[config.mk]
export PLATFORM = sky130hd
export DESIGN_NAME = amo_mem_unit
export DESIGN_NICKNAME = d
export VERILOG_FILES = /design/src/rtl/amo_mem_unit.sv
export SDC_FILE = /design/constraint.sdc
export NUM_CORES = 1
export LEC_CHECK = 0
export BUFFER_PORTS_ARGS = -buffer_cell sky130_fd_sc_hd__buf_2
export CORE_UTILIZATION = 50
export DETAILED_ROUTE_END_ITERATION = 8
export GPL_TIMING_DRIVEN = 0
export PLACE_DENSITY_LB_ADDON = 0.2
export RECOVER_POWER = 50
export SKIP_CTS_REPAIR_TIMING = 1
export SYNTH_ARGS = -nofsm -noshare
export SYNTH_HDL_FRONTEND = slang
export SYNTH_SLANG_ARGS = --single-unit
export TNS_END_PERCENT = 20
[constraint.sdc]
create_clock -name clk -period 6.1 [get_ports clk]
set_clock_uncertainty 0.1 [all_clocks]
set_input_delay 0.61 -clock clk [delete_from_list [all_inputs] [get_ports clk]]
set_output_delay 0.61 -clock clk [all_outputs]
set_load 0.005 [all_outputs]
[src/rtl/amo_mem_unit.sv]
// amo_mem_unit: memory-side responder for RISC-V A-extension requests.
// Runs one LR/SC/AMO at a time as an indivisible read-modify-write on a
// word-wide memory port and returns the old word, the SC status or an error.
// Optional feature macro: AMO_RESERVATION_EN enables the LR/SC reservation
// register and the snoop clear logic. Without it, LR is a plain load and
// SC always fails without touching memory.
module amo_mem_unit (
  input  logic        clk,
  input  logic        rst_n,
  input  logic        req_valid,
  output logic        req_ready,
  input  logic [4:0]  req_op,
  input  logic [31:0] req_addr,
  input  logic [31:0] req_data,
  output logic        rsp_valid,
  input  logic        rsp_ready,
  output logic [31:0] rsp_data,
  output logic        rsp_err,
  output logic        mem_en,
  output logic        mem_we,
  output logic [31:0] mem_addr,
  output logic [31:0] mem_wdata,
  input  logic [31:0] mem_rdata,
  input  logic        mem_ack,
  input  logic        snoop_wr_valid,
  input  logic [31:0] snoop_wr_addr
);

  localparam logic [4:0] OP_ADD  = 5'b00000;
  localparam logic [4:0] OP_SWAP = 5'b00001;
  localparam logic [4:0] OP_LR   = 5'b00010;
  localparam logic [4:0] OP_SC   = 5'b00011;
  localparam logic [4:0] OP_XOR  = 5'b00100;
  localparam logic [4:0] OP_OR   = 5'b01000;
  localparam logic [4:0] OP_AND  = 5'b01100;
  localparam logic [4:0] OP_MIN  = 5'b10000;
  localparam logic [4:0] OP_MAX  = 5'b10100;
  localparam logic [4:0] OP_MINU = 5'b11000;
  localparam logic [4:0] OP_MAXU = 5'b11100;

  typedef enum logic [1:0] {
    S_IDLE = 2'd0,
    S_RD   = 2'd1,
    S_WR   = 2'd2,
    S_RSP  = 2'd3
  } state_e;

  state_e      state_q;
  logic [4:0]  op_q;
  logic [31:0] data_q;
  logic [31:0] old_q;

  logic        req_err_s;
  logic        sc_ok_s;

  // Returns 1 for every funct5 encoding this unit implements.
  function automatic logic op_supported(input logic [4:0] op);
    logic ok;
    case (op)
      OP_ADD, OP_SWAP, OP_LR, OP_SC, OP_XOR, OP_OR, OP_AND,
      OP_MIN, OP_MAX, OP_MINU, OP_MAXU: ok = 1'b1;
      default:                          ok = 1'b0;
    endcase
    return ok;
  endfunction

  // New memory word from the rs2 operand s and the old memory word.
  function automatic logic [31:0] amo_alu(input logic [4:0] op,
                                          input logic [31:0] s,
                                          input logic [31:0] old);
    logic [31:0] r;
    case (op)
      OP_ADD:  r = s + old;
      OP_SWAP: r = s;
      OP_XOR:  r = s ^ old;
      OP_OR:   r = s | old;
      OP_AND:  r = s & old;
      OP_MIN:  r = ($signed(s) < $signed(old)) ? s : old;
      OP_MAX:  r = ($signed(s) > $signed(old)) ? s : old;
      OP_MINU: r = (s < old) ? s : old;
      OP_MAXU: r = (s > old) ? s : old;
      default: r = s;
    endcase
    return r;
  endfunction

  assign req_err_s = (req_addr[1:0] != 2'b00) || !op_supported(req_op);

`ifdef AMO_RESERVATION_EN
  logic        res_valid_q;
  logic        res_valid_d;
  logic [29:0] res_addr_q;
  logic [29:0] res_addr_d;
  logic        res_valid_s;
  logic        snoop_res_s;
  logic        snoop_req_s;
  logic        lr_set_s;
  logic        sc_fail_s;
  logic        wr_done_s;
  logic [1:0]  unused_snoop_lsb_s;

  assign unused_snoop_lsb_s = snoop_wr_addr[1:0];
  // A snoop hitting the reserved word kills it in the same cycle, so the
  // SC decision sees the post-snoop reservation.
  assign snoop_res_s = snoop_wr_valid && (snoop_wr_addr[31:2] == res_addr_q);
  assign snoop_req_s = snoop_wr_valid && (snoop_wr_addr[31:2] == mem_addr[31:2]);
  assign res_valid_s = res_valid_q && !snoop_res_s;
  assign sc_ok_s     = res_valid_s && (res_addr_q == req_addr[31:2]);
  assign lr_set_s    = (state_q == S_RD) && mem_ack && (op_q == OP_LR);
  assign sc_fail_s   = (state_q == S_IDLE) && req_valid && !req_err_s &&
                       (req_op == OP_SC) && !sc_ok_s;
  assign wr_done_s   = (state_q == S_WR) && mem_ack;

  // Reservation next state: LR sets (unless snooped the same cycle); failed
  // SC, completed write to the reserved word and matching snoops clear.
  always_comb begin
    res_valid_d = res_valid_q;
    res_addr_d  = res_addr_q;
    if (lr_set_s) begin
      res_addr_d  = mem_addr[31:2];
      res_valid_d = !snoop_req_s;
    end else if (sc_fail_s || snoop_res_s ||
                 (wr_done_s && (mem_addr[31:2] == res_addr_q))) begin
      res_valid_d = 1'b0;
    end else begin
      res_valid_d = res_valid_q;
    end
  end

  // Reservation register.
  always_ff @(posedge clk or negedge rst_n) begin
    if (!rst_n) begin
      res_valid_q <= 1'b0;
      res_addr_q  <= 30'd0;
    end else begin
      res_valid_q <= res_valid_d;
      res_addr_q  <= res_addr_d;
    end
  end
`else
  logic [32:0] unused_snoop_s;

  assign unused_snoop_s = {snoop_wr_valid, snoop_wr_addr};
  assign sc_ok_s        = 1'b0;
`endif

  // Request FSM with registered handshake, response and memory outputs.
  always_ff @(posedge clk or negedge rst_n) begin
    if (!rst_n) begin
      state_q   <= S_IDLE;
      op_q      <= 5'd0;
      data_q    <= 32'd0;
      old_q     <= 32'd0;
      req_ready <= 1'b1;
      rsp_valid <= 1'b0;
      rsp_data  <= 32'd0;
      rsp_err   <= 1'b0;
      mem_en    <= 1'b0;
      mem_we    <= 1'b0;
      mem_addr  <= 32'd0;
      mem_wdata <= 32'd0;
    end else begin
      case (state_q)
        S_IDLE: begin
          if (req_valid) begin
            op_q      <= req_op;
            data_q    <= req_data;
            mem_addr  <= {req_addr[31:2], 2'b00};
            req_ready <= 1'b0;
            if (req_err_s) begin
              state_q   <= S_RSP;
              rsp_valid <= 1'b1;
              rsp_err   <= 1'b1;
              rsp_data  <= 32'd0;
            end else if (req_op == OP_SC) begin
              if (sc_ok_s) begin
                state_q   <= S_WR;
                mem_en    <= 1'b1;
                mem_we    <= 1'b1;
                mem_wdata <= req_data;
              end else begin
                state_q   <= S_RSP;
                rsp_valid <= 1'b1;
                rsp_err   <= 1'b0;
                rsp_data  <= 32'd1;
              end
            end else begin
              state_q <= S_RD;
              mem_en  <= 1'b1;
              mem_we  <= 1'b0;
            end
          end
        end
        S_RD: begin
          if (mem_ack) begin
            old_q <= mem_rdata;
            if (op_q == OP_LR) begin
              state_q   <= S_RSP;
              mem_en    <= 1'b0;
              rsp_valid <= 1'b1;
              rsp_err   <= 1'b0;
              rsp_data  <= mem_rdata;
            end else begin
              state_q   <= S_WR;
              mem_we    <= 1'b1;
              mem_wdata <= amo_alu(op_q, data_q, mem_rdata);
            end
          end
        end
        S_WR: begin
          if (mem_ack) begin
            state_q   <= S_RSP;
            mem_en    <= 1'b0;
            mem_we    <= 1'b0;
            rsp_valid <= 1'b1;
            rsp_err   <= 1'b0;
            rsp_data  <= (op_q == OP_SC) ? 32'd0 : old_q;
          end
        end
        S_RSP: begin
          if (rsp_ready) begin
            state_q   <= S_IDLE;
            rsp_valid <= 1'b0;
            rsp_err   <= 1'b0;
            req_ready <= 1'b1;
          end
        end
        default: begin
          state_q   <= S_IDLE;
          rsp_valid <= 1'b0;
          rsp_err   <= 1'b0;
          mem_en    <= 1'b0;
          mem_we    <= 1'b0;
          req_ready <= 1'b1;
        end
      endcase
    end
  end

endmodule

==> run_results.csv <==
group,metric,value,unit
sta,setup_violations,0,
setup_path,cp_slowest_stage_delay,650,ps
sta,rsz0062_at_grt,"false",
floorplanning,core,22800,um2
sta,slew_viol_final,57,
setup_path,cp.required,6320,ps
outcome,status,"complete, but fails checks",
placed_design,dp_worst_setup_slack,1860,ps
sta,max_freq,246,MHz
placed_design,portBuffers,204,
sta,tightestPinTransition,3120,ps
sta,finalSetupTns,0,ps
logic_synthesis,async_reset_ff_frac,1.00,
setup_path,crit_type,"flip-flop to flip-flop",
logic_synthesis,ys_seq_elements,170,
grt,grt_start_max_net_pins,115,
routing,drt_iter0_markers,964,
routing,vias,11100,
cells_and_area,drive_gt1_frac,0.227,
logic_synthesis,synth.avg_cell_area,9.04,um2
clock_network,path_clk_slew,80,ps
routing,wire_per_inst,21.9,um
sta,fin_crit,4060,ps
power_and_ir_drop,peakVddDrop,0.265,mV
setup_path,slowest_stage,"nor4_1",
floorplanning,die_area,24100,um2
power_and_ir_drop,power.leakage,6.41,nW
setup_path,crit_buf_inv,3,
grt,grt_first_pass_wirelength,61.8,mm
sta,holdWs,296,ps
setup_path,worstPathArrival,4290,ps
setup_path,r2r_cells,13,
routing,drc,0,
placed_design,hpwlAfterDp,30.3,mm
routing,wl_met1,18.2,mm
power_and_ir_drop,p_per_area,536,nW/um2
grt,grt_pass1_vias,10800,
grt,antenna_found_initial,1,
sta,fin_crit_sh,0.666,
logic_synthesis,ys.flop_type,"dfrtp_1",
floorplanning,die_h,155,um
logic_synthesis,yosysWarnings,0,
logic_synthesis,syn-instance-count,1298,
grt,globalRouteTotalUtil,0.340,
cells_and_area,fin_nets,1763,
clock_network,cts_buffer_depth,2,
clock_network,cts.sinks,170,
routing,viasPerCell,5.98,
logic_synthesis,synth_edf_count,0,
routing,first_pass_iters,5,
flow_run,max-cap-violations,1,
routing,wl,40.5,mm
setup_path,cp_max_fo,10,
power_and_ir_drop,total_power,7.38,mW
setup_path,critPathLaunchType,"flip-flop",
setup_path,cpLargestDelayFamily,"simple AND/OR/NAND/NOR gates",
logic_synthesis,ys_seq_area_frac,0.363,
sta,maxSlewHeadroom,-1.08,
floorplanning,num_rows,55,
sta,hold_viol_final,0,
grt,gr-total-overflow,0,
setup_path,path_cells,"inv_1 -> ha_1 -> buf_2 -> nor4_1 -> nand3_1 -> a21oi_1 -> o41ai_4 -> nand2_4 -> mux2i_2 -> o21bai_4 -> buf_6 -> a221oi_2 -> nor2_1",
floorplanning,initial_utilization,0.514,
hold_path,whs_path_depth,2,
floorplanning,io_pins,240,
setup_path,cp_num_cells,13,
outcome,violations,"max-capacitance violations, max-slew violations",
routing,route.top_layer_used,"met4",
routing,wl_met3,3.54,mm
placed_design,place_congestion,0.962,
sta,fin_ws,2040,ps
clock_network,numCtsBuffers,17,
cells_and_area,syn2layout_area_growth,17.2,%
routing,ant_nets,0,
clock_network,cts.htree.levels,4,
routing,wl_met2,17.5,mm
clock_network,cts_root_buf,"clkbuf_16",
hold_path,min_path_type,"primary input to flip-flop",
logic_synthesis,synth.distinct_cells,73,
clock_network,insertion_delay,440,ps
clock_network,cts_tree,"done",
logic_synthesis,netlist_area,11700,um2
floorplanning,die_w,155,um
setup_path,cp-end-kind,"flip-flop",
kinds of logic after synthesis:
| logic type | after synthesis | share of synthesized area |
|---|---|---|
| other | 1 | 0.000319 |
| adders and majority gates | 101 | 0.108 |
| xor gates and xnor gates | 26 | 0.0194 |
| buffers and inverters | 179 | 0.0637 |
| DFF | 170 | 0.363 |
| and+or+nand+nor | 319 | 0.125 |
| AOI/OAI and AO/OA | 418 | 0.241 |
| muxes | 84 | 0.0798 |
metal layers:
| layer | vias to the layer above | GRT usage |
|---|---|---|
| li1 | 5104 | - |
| met4 | 0 | 0.135 |
| met1 | 5336 | 0.478 |
| met5 | - | 0 |
| met2 | 538 | 0.512 |
| met3 | 88 | 0.0713 |
final timing paths:
check	start	end	slack, ps
setup / recovery	data_q[10]	mem_wdata[17]	2040
hold / removal	req_addr[14]	mem_addr[14]	300
setup reg to reg	data_q[10]	mem_wdata[17]	2040
hold reg to reg	rsp_data[21]	rsp_data[21]	370
max in group asynchronous	rst_n	mem_addr[23]	3020
min in group asynchronous	rst_n	rsp_data[6]	1080
state kept, by name, indices dropped and copies added, names as in the netlist:
| register | cells |
|---|---|
| rsp_valid | 1 |
| rsp_err | 1 |
| old_q | 32 |
| mem_we | 1 |
| mem_en | 1 |
| data_q | 32 |
| mem_wdata | 32 |
| rsp_data | 32 |
| state_q | 2 |
| op_q | 5 |
| mem_addr | 30 |
| req_ready | 1 |
cell usage in the layout, fill, tap and decap left out, drive strengths merged, types with 21 or more instances in the layout:
cell	instances
a21oi	91
a221oi	29
a22oi	54
buf	215
clkbuf	100
dfrtp	169
ha	100
inv	92
mux2	71
nand2	141
nor2	77
o21ai	109
o31ai	36
or3	21
Yosys cell counts, types with 4 or more instances:
cell type  number  area (um2)
a31oi_1        11        68.8
a22oi_1        54         405
nand2_1       139         522
nor2_1         77         289
xnor2_1        19         166
a21oi_1        91         455
xor2_1          7        61.3
clkbuf_1       63         236
buf_6           4        45.0
buf_1           4        15.0
nand3_1        13        65.1
o211ai_1        9        67.6
buf_4           8        60.1
and2_1          5        31.3
mux2_2         70         788
ha_1          100        1250
o221ai_1       10        87.6
inv_1          84         315
buf_2          11        55.1
o22ai_1        13        81.3
and3_1         11        68.8
a211oi_1        6        45.0
o31ai_1        36         270
nor4_1          5        31.3
mux2i_1        12         120
nor3_1         18        90.1
nand4_1         7        43.8
a221oi_1       13         114
o21bai_1        9        67.6
a21o_1         11        82.6
nor2b_1         8        50.1
a221oi_2       16         240
or3_1          21         131
dfrtp_1       169        4230
o21ai_0       107         536
where the power goes:
part	internal (mW)	switching, mW
logic	1.58	2.62
registers	1.63	0.416
clock network	0.584	0.541
through the flow:
step	instance area [um2]	cells	util
after floorplan	11700	1299	-
after global placement	13200	1816	0.576
after detailed placement	13200	1817	0.578
after CTS	13800	1849	0.603
after global routing	13800	1850	0.602
final	13800	1850	0.602
worst register-to-register path, stage by stage, from the launching register on:
cell and delay (ps):
dfrtp_1 460, inv_1 90, ha_1 270, buf_2 190, nor4_1 650, nand3_1 170
a21oi_1 310, o41ai_4 200, nand2_4 160, mux2i_2 460, o21bai_4 240, buf_6 260
a221oi_2 300, nor2_1 90
cell type report:
type | instances | area (um2)
Fill cell | 2110 | 9090
Multi-Input combinational cell | 950 | 6740
Sequential cell | 170 | 4260
Timing Repair Buffer | 205 | 1030
Clock buffer | 18 | 429
Buffer | 92 | 422
Tap cell | 313 | 392
Inverter | 87 | 327
Clock inverter | 14 | 160
Antenna cell | 1 | 2.50
Power figures use the tool's default switching activity.
